<file path="config.mk">
export PLATFORM = sky130hd
export DESIGN_NAME = led_panel_receiver
export DESIGN_NICKNAME = d
export VERILOG_FILES = /design/src/rtl/led_panel_receiver.sv
export SDC_FILE = /design/constraint.sdc
export NUM_CORES = 1
export LEC_CHECK = 0
export BUFFER_PORTS_ARGS = -buffer_cell sky130_fd_sc_hd__buf_4
export CAP_MARGIN = 25
export CORE_ASPECT_RATIO = 0.7
export CORE_MARGIN = 10
export CORE_UTILIZATION = 40
export DETAILED_ROUTE_END_ITERATION = 7
export SYNTH_ARGS = -nofsm -noshare
export SYNTH_HDL_FRONTEND = slang
export SYNTH_SLANG_ARGS = --single-unit
</file>
<file path="constraint.sdc">
create_clock -name clk_in -period 3.5 [get_ports clk_in]
set_input_delay 0.35 -clock clk_in [delete_from_list [all_inputs] [get_ports clk_in]]
set_output_delay 0.35 -clock clk_in [all_outputs]
set_load 0.02 [all_outputs]
</file>
<file path="src/rtl/led_panel_receiver.sv">
// LED panel receiver: captures a HUB75-style shifted row (top and bottom
// half RGB bits) clocked by an asynchronous panel shift clock. On each
// panel latch strobe the row is snapshotted and replayed into a row buffer
// as one {row, column} word per system clock, column 0 first.
module led_panel_receiver #(
    parameter int NUM_COLS  = 64,
    parameter int ADDR_BITS = 4
) (
    input  logic                                 clk_in,
    input  logic                                 reset_in,
    input  logic                                 bit_clk_in,
    input  logic [2:0]                           rgb_top_in,
    input  logic [2:0]                           rgb_bot_in,
    input  logic [ADDR_BITS-1:0]                 addr_in,
    input  logic                                 latch_enable_in,
    output logic                                 wr_en_out,
    output logic [ADDR_BITS+$clog2(NUM_COLS)-1:0] wr_addr_out,
    output logic [5:0]                           wr_data_out,
    output logic                                 busy_out,
    output logic                                 row_done_out,
    output logic                                 frame_done_out,
    output logic                                 row_drop_out,
    output logic                                 overflow_out
);

    localparam int COL_BITS = $clog2(NUM_COLS);
    localparam int WA_BITS  = ADDR_BITS + COL_BITS;
    // Shift counter must represent NUM_COLS+1 (the saturation value).
    localparam int CNT_BITS = $clog2(NUM_COLS + 2);
    // Synchroniser bundle: {latch, addr, top rgb, bottom rgb, bit_clk}.
    localparam int SYNC_W   = ADDR_BITS + 8;

    localparam logic [COL_BITS-1:0] LAST_COL = COL_BITS'(NUM_COLS - 1);
    localparam logic [CNT_BITS-1:0] CNT_MAX  = CNT_BITS'(NUM_COLS + 1);
    localparam logic [CNT_BITS-1:0] CNT_FULL = CNT_BITS'(NUM_COLS);

    typedef enum logic {
        IDLE  = 1'b0,
        WRITE = 1'b1
    } state_t;

    // ------------------------------------------------------------------
    // Input synchroniser and edge detection
    // ------------------------------------------------------------------
    logic [SYNC_W-1:0] sync_in;
    logic [SYNC_W-1:0] sync1_q;
    logic [SYNC_W-1:0] sync2_q;
    logic              bclk_prev_q;
    logic              latch_prev_q;

    // Data travels with the strobes through the same two stages, so the
    // pixel bits and address line up with the edge that qualifies them.
    assign sync_in = {latch_enable_in, addr_in, rgb_top_in, rgb_bot_in, bit_clk_in};

    logic                 s_bclk;
    logic                 s_latch;
    logic [5:0]           s_pix;
    logic [ADDR_BITS-1:0] s_addr;
    logic                 bclk_rise;
    logic                 latch_rise;

    assign s_bclk     = sync2_q[0];
    assign s_pix      = sync2_q[6:1];
    assign s_addr     = sync2_q[ADDR_BITS+6:7];
    assign s_latch    = sync2_q[ADDR_BITS+7];
    assign bclk_rise  = s_bclk & ~bclk_prev_q;
    assign latch_rise = s_latch & ~latch_prev_q;

    // Two-flop synchroniser plus previous-value registers for edge detection.
    // NOTE: clocked state uses non-blocking assignments so every register
    // samples pre-edge values regardless of statement order.
    always_ff @(posedge clk_in) begin
        if (reset_in) begin
            sync1_q      <= '0;
            sync2_q      <= '0;
            bclk_prev_q  <= 1'b0;
            latch_prev_q <= 1'b0;
        end else begin
            sync1_q      <= sync_in;
            sync2_q      <= sync1_q;
            bclk_prev_q  <= s_bclk;
            latch_prev_q <= s_latch;
        end
    end

    // ------------------------------------------------------------------
    // Shift register and shift counter
    // ------------------------------------------------------------------
    logic [5:0]          sr_q [NUM_COLS];
    logic [5:0]          sr_d [NUM_COLS];
    logic [CNT_BITS-1:0] cnt_q;
    logic [CNT_BITS-1:0] cnt_shifted;
    logic [CNT_BITS-1:0] cnt_d;
    logic                ovf_hit;

    // Next shift-register contents; the latch snapshot also uses sr_d so a
    // shift detected in the same cycle as the latch is included.
    // NOTE: every combinational output gets a default first, so no path
    // leaves it unassigned and no latch is inferred.
    always_comb begin
        sr_d = sr_q;
        if (bclk_rise) begin
            sr_d[0] = s_pix;
            for (int i = 1; i < NUM_COLS; i++) begin
                sr_d[i] = sr_q[i-1];
            end
        end
    end

    // Shift count saturates one past a full row, which is enough to flag
    // overflow without wrapping; it restarts on every detected latch.
    always_comb begin
        cnt_shifted = cnt_q;
        if (bclk_rise && (cnt_q != CNT_MAX)) begin
            cnt_shifted = cnt_q + 1'b1;
        end
        ovf_hit = (cnt_shifted > CNT_FULL);
        cnt_d   = latch_rise ? '0 : cnt_shifted;
    end

    // Shift register and counter state.
    // NOTE: the shift register is explicitly cleared in reset because a
    // partially shifted row must never leak into a post-reset snapshot.
    always_ff @(posedge clk_in) begin
        if (reset_in) begin
            for (int i = 0; i < NUM_COLS; i++) begin
                sr_q[i] <= '0;
            end
            cnt_q <= '0;
        end else begin
            sr_q  <= sr_d;
            cnt_q <= cnt_d;
        end
    end

    // ------------------------------------------------------------------
    // Write-out FSM with registered outputs
    // ------------------------------------------------------------------
    state_t               state_q;
    logic [5:0]           buf_q [NUM_COLS];
    logic [ADDR_BITS-1:0] row_q;
    logic [COL_BITS-1:0]  col_q;
    logic                 wr_en_q;
    logic [WA_BITS-1:0]   wr_addr_q;
    logic [5:0]           wr_data_q;
    logic                 row_done_q;
    logic                 frame_done_q;
    logic                 row_drop_q;
    logic                 overflow_q;
    logic                 last_write;

    // The word currently on the write port is the final column of its row.
    assign last_write = wr_en_q && (wr_addr_q[COL_BITS-1:0] == LAST_COL);

    // Snapshot on latch in IDLE, then stream one buffer word per cycle.
    always_ff @(posedge clk_in) begin
        if (reset_in) begin
            state_q      <= IDLE;
            for (int i = 0; i < NUM_COLS; i++) begin
                buf_q[i] <= '0;
            end
            row_q        <= '0;
            col_q        <= '0;
            wr_en_q      <= 1'b0;
            wr_addr_q    <= '0;
            wr_data_q    <= '0;
            row_done_q   <= 1'b0;
            frame_done_q <= 1'b0;
            row_drop_q   <= 1'b0;
            overflow_q   <= 1'b0;
        end else begin
            wr_en_q      <= 1'b0;
            row_drop_q   <= 1'b0;
            row_done_q   <= last_write;
            frame_done_q <= last_write && (&wr_addr_q[WA_BITS-1:COL_BITS]);
            overflow_q   <= latch_rise && ovf_hit;

            case (state_q)
                IDLE: begin
                    if (latch_rise) begin
                        buf_q   <= sr_d;
                        row_q   <= s_addr;
                        col_q   <= '0;
                        state_q <= WRITE;
                    end
                end
                WRITE: begin
                    wr_en_q   <= 1'b1;
                    wr_addr_q <= {row_q, col_q};
                    wr_data_q <= buf_q[col_q];
                    col_q     <= col_q + 1'b1;
                    if (col_q == LAST_COL) begin
                        state_q <= IDLE;
                    end
                    // A latch during a burst is dropped; the buffer is untouched.
                    if (latch_rise) begin
                        row_drop_q <= 1'b1;
                    end
                end
                default: state_q <= IDLE;
            endcase
        end
    end

    assign wr_en_out      = wr_en_q;
    assign wr_addr_out    = wr_addr_q;
    assign wr_data_out    = wr_data_q;
    assign busy_out       = (state_q == WRITE);
    assign row_done_out   = row_done_q;
    assign frame_done_out = frame_done_q;
    assign row_drop_out   = row_drop_q;
    assign overflow_out   = overflow_q;

endmodule

</file>
---- Yosys cells after proc, flatten, opt, wreduce, memory -nomap -nowiden ----
Index checks and enable logic that the tools add are counted.
operators by class
  multiplexer cells ....................... 11
  order comparisons ....................... 2
  reduce and logical (&&, ||, !) cells .... 8
  $add $sub $neg .......................... 2
  equal/unequal tests ..................... 4
  bitwise gates (word level) .............. 6
operators with widths
  kind                                                  count
  2-to-1 mux 384 bit                                    1
  binary-select mux 6 bit (select 6 bit)                1
  2-to-1 mux 6 bit                                      3
  == test 6 bit, second input constant                  2
  case mux 6 bit (2 select lines)                       1
  adder 7 x 1 -> 7 bit, second input constant           1
  >= comparator 7 bit, second input constant            1
  greater-than comparator 7 bit, second input constant  1
  2-to-1 mux 7 bit                                      1
  != test 7 bit, second input constant                  1
  NOT 6 -> 7 bit                                        1
  adder 6 x 1 -> 6 bit, second input constant           1
  logical AND 1 bit                                     4
  AND reduction 4 bit                                   1
  OR reduction 2 bit                                    2
  2-to-1 mux 1 bit                                      3
  NOT 1 bit                                             3
  bitwise AND 1 bit                                     2
  != test 2 bit, second input constant                  1
  case mux 1 bit (2 select lines)                       1
  AND reduction 2 bit                                   1
word-level totals
  logic and storage cells ................. 176
  flip-flop bits (word level) ............. 833
  output and inout bits ................... 22
  bits of input ports ..................... 14

---- Depth between registers and ports, before layout ----
  depth in word-level cells ............... 6
  mapped depth ............................ 9
  depth with buffers taken out ............ 7

---- Worst setup path after synthesis ----
No wires, ideal clock.
  path kind ............................... reg2reg
  start ................................... reg col_q[1]
  end ..................................... reg wr_data_q[0], in the netlist wr_data_out[0]
  required time ........................... 3376 ps
  arrival ................................. 1882 ps
  buffers on the path ..................... 1
  cell stages (with the launch flop) ...... 6
  period minus slack after synthesis ...... 2006 ps
  setup time .............................. 124 ps
  setup slack ............................. 1494 ps
  cells stage by stage .................... dfxtp_1 buf_2 mux4_2 mux4_2 a22oi_1 nand3_1
between the ends
  longest elaborated chain between the ends .. 4
RTL lines
  element                                              RTL line  text
  start, declared                                      142       logic [COL_BITS-1:0] col_q;
  start signal, assigned                               191       col_q <= col_q + 1'b1;
  NOT 6 -> 7 bit (not written as such)                 190       wr_data_q <= buf_q[col_q];
  binary-select mux 6 bit (select 6 bit)               190
  2-to-1 mux 6 bit (not written as such) (2 in a row)  190
  end signal, assigned                                 190
  end, declared                                        145       logic [5:0] wr_data_q;
No other way between the ends. The select of a mux whose other input is x is not followed.
A chain may end at the register's enable or synchronous reset.

---- Final worst setup path ----
  start ................................... reg col_q[0]
  end ..................................... reg wr_data_q[1], in the netlist wr_data_out[1]
Same word-level chain as after synthesis.

==> results.md <==
- Status: finished clean
- #FFs+latches synth: 833
- Post-DR vias/cell: 5.228
- Final net count: 2928
- Reg power frac: 51.9%
- Syn nets: 3009
- Final worst-path setup slack: 1013 ps
- Main synth FF type: dfxtp_1
- Final Hold Slack: 107.7 ps
- Switch Pwr: 4249 uW
- Post-synth top area cell: dfxtp_1
- Row Count: 86
- DRC: 0
- CTS buffer count: 77
- Syn avg cell area: 10.53 um^2
- Syn Std Cell Area: 31510 um^2
- Die width: 355.4 um
- GR Overflow Total: 0
- Combinational fraction of design power: 5.4%
- WL per Instance: 16.59 um
- Via count: 20990
- Type of origin of the critical path: register
- Pins Over Slew Limit: 0
- Tmin final: 2487 ps
- Switching share of power: 22.31%
- MaxCap Viol Count: 0
- Setup TNS: 0 ps
- Largest net degree at the start of global routing: 187
- CTS H-tree lvls: 3
- CP required: 3970 ps
- Die Ht: 254.8 um
- Syn Inst Count: 2992
- Total track usage: 14.62%
- Crit path kind: register to register
- First-pass GRT wire length: 110500 um
- Synth area leaders: dfxtp_1 53%, mux2i_1 13%, nor2_1 9.6%
- IO buf count: 35
- Register Area: 16690 um^2
- DRT Pass-1 Iters: 5
- Share of cells above drive strength 1: 10.31%
- Placed Cells: 3876
- Root Buffer: clkbuf_16
- Final count of negative-setup-slack endpoints: 0
- # IOs: 36
- Starting Density: 40.22%
- Dpl hpwl: 42230 um
- Worst Path Arrival: 2960 ps
- Leakage: 0.01435 uW
- Worst Path Max Fanout: 26
- CP endpoint kind: register
- Worst Hold Class: input pin to register
- Pwr dens: 543.9 nW/um^2
- Fillers: 7306
- Antenna Nets Post-Route: 0
- Fmax: 0.4021 GHz
- # clock sinks: 833
- Internal power consumption: 14800 uW
- Pre-CTS setup slack: 1019 ps
- Crit share post-route: 71.05%
- Vias in the first global route: 20740
- Hold_buf cts: 12
- Number of synthesized flops with an enable pin: 0
- Skew final: 15.50 ps
- Final Hold Viols: 0
- Initial antenna violation count: 1
- Seq/Total Area, Yosys: 52.93%
- Post-Layout Cell Count: 4015
- Starting DRT DRC Count: 1280
- Total wire length: 66630 um
- PostCTS Resize Cnt: 0
- Worst vdd ir: 0.3597 mV
- Clock Path Buffers: 3
- Layout overhead on the synthesized area: 11.17%
- CTS tree: yes
- Clock share of power: 42.7%
- Routability-driven placement congestion ratio: 0.7791
- Rel. slew slack: 42.75%
- Yosys warns: 0
- Unrepaired setup endpoints after global routing: false
- Asr flop ratio synth: 0%
- Clk slew on worst S/H paths: 60 ps
- Post-CTS Repair Setup Buffers: 0
- Yosys cell types: 53
- Full die area: 90570 um^2
- Slew of the pin with the lowest slew margin: 858.8 ps
- # diodes: 0
- Share of the synthesized area in the top cell type: 52.93%
- Footprint of the multi-input gates: 13580 um^2
- Clock Latency Late Sink: 630 ps
- CORE AREA: 78340 um^2
layout by cell type, fill, tap and decap left out, drive strengths merged, types with 4 or more instances in the layout:
cell type / count
a211oi: 389
a21oi: 11
a22oi: 6
buf: 89
clkbuf: 120
clkinv: 5
dfxtp: 833
dlygate4sd3: 12
inv: 5
mux2: 14
mux2i: 415
mux4: 97
nand2: 27
nand2b: 5
nand3: 18
nand4: 6
nor2: 807
nor2b: 33
nor3: 5
o211ai: 5
o21ai: 9
or3: 5
xnor2: 4
final timing paths:
check | startpoint | endpoint | slack, ps | depth (start not counted)
max | col_q[0]$_SDFFE_PP0P_ | wr_data_out[1]$_SDFFE_PP0P_ | 1010 | 6
min | reset_in | sr_q[106]$_SDFF_PP0_ | 110 | 2
max reg2reg | col_q[0]$_SDFFE_PP0P_ | wr_data_out[1]$_SDFFE_PP0P_ | 1010 | 6
min reg2reg | sync2_q[10]$_SDFF_PP0_ | row_q[3]$_SDFFE_PP0P_ | 440 | 2
routing by layer:
metal	vias to the layer above	wire length [um]	global-route usage (%)
li1	10430	-	-
met1	10180	34110	21.14
met2	293	28400	21.96
met3	96	2943	3.272
met4	0	1173	3.354
met5	-	0	0
critical path, cell delays in order, from the launching register on:
cell and delay [ps]:
dfxtp_4 650, buf_12 310, mux4_1 600, mux2i_1 280
mux2i_1 120, o211ai_1 250, a311oi_1 130
final cells by class:
cell class	count	area share, %
inverters	4	0.04287
multi-input cells	1894	38.77
well taps	1056	3.772
repair buffers	101	2.915
flip-flops and latches	833	47.65
clock buffers	120	6.662
clock inverters	7	0.1893
sequential cells by signal, indices dropped and copies added (netlist names):
name,flops
bclk_prev_q,1
buf_q,384
busy_out,1
cnt_q,7
col_q,6
frame_done_out,1
latch_prev_q,1
overflow_out,1
row_done_out,1
row_drop_out,1
row_q,4
sr_q,384
sync1_q,12
sync2_q,12
wr_addr_out,10
wr_data_out,6
wr_en_out,1
synth_stat cells (2+ instances only):
library cell and count:
buf_2 99, nor3_1 5, clkbuf_1 140, mux4_2 83
and2_1 2, nand2_1 27, buf_6 5, mux2i_1 415
nor2b_1 33, xor2_1 3, nor2_1 807, inv_1 3
nand3_1 18, a211oi_1 386, nand2b_1 5, o22ai_1 3
mux2_2 14, buf_4 11, a41oi_1 2, o211ai_1 5
nand4_1 6, buf_12 3, o21ai_0 8, a31oi_1 3
ha_1 3, dfxtp_1 833, a2111oi_0 2, or3_1 5
or2_2 3, nor3b_1 3, a221oi_1 3, xnor2_1 4
a21oi_1 11, mux4_1 13, a211oi_2 3, a22oi_1 6
cells by family after synthesis:
| logic type | synth area share, % |
|---|---|
| AOI/OAI and AO/OA | 10.38 |
| muxes | 20.78 |
| xor gates and xnor gates | 0.1946 |
| and+or+nand+nor | 11.58 |
| DFF | 52.93 |
| adders and majority gates | 0.1192 |
| buffers and inverters | 4.019 |
power by group through the flow:
stage	Clock, uW	Combinational, uW	Sequential, uW
2_1_floorplan	0	856	10000
3_3_place_gp	0	996	10100
3_5_place_dp	0	1020	10100
4_1_cts	8360	1040	9890
5_1_grt	8730	1150	9910
6_report	8140	1030	9890
metrics by stage:
stage | total power, uW | cell area (um^2) | util, %
after floorplan | 10880 | 31510 | -
after global placement | 11090 | 32500 | 41.49
after detailed placement | 11120 | 32500 | 41.49
after CTS | 19280 | 35020 | 44.71
after global routing | 19780 | 35020 | 44.71
final | 19050 | 35020 | 44.71
(Power assumes the default switching activity.)
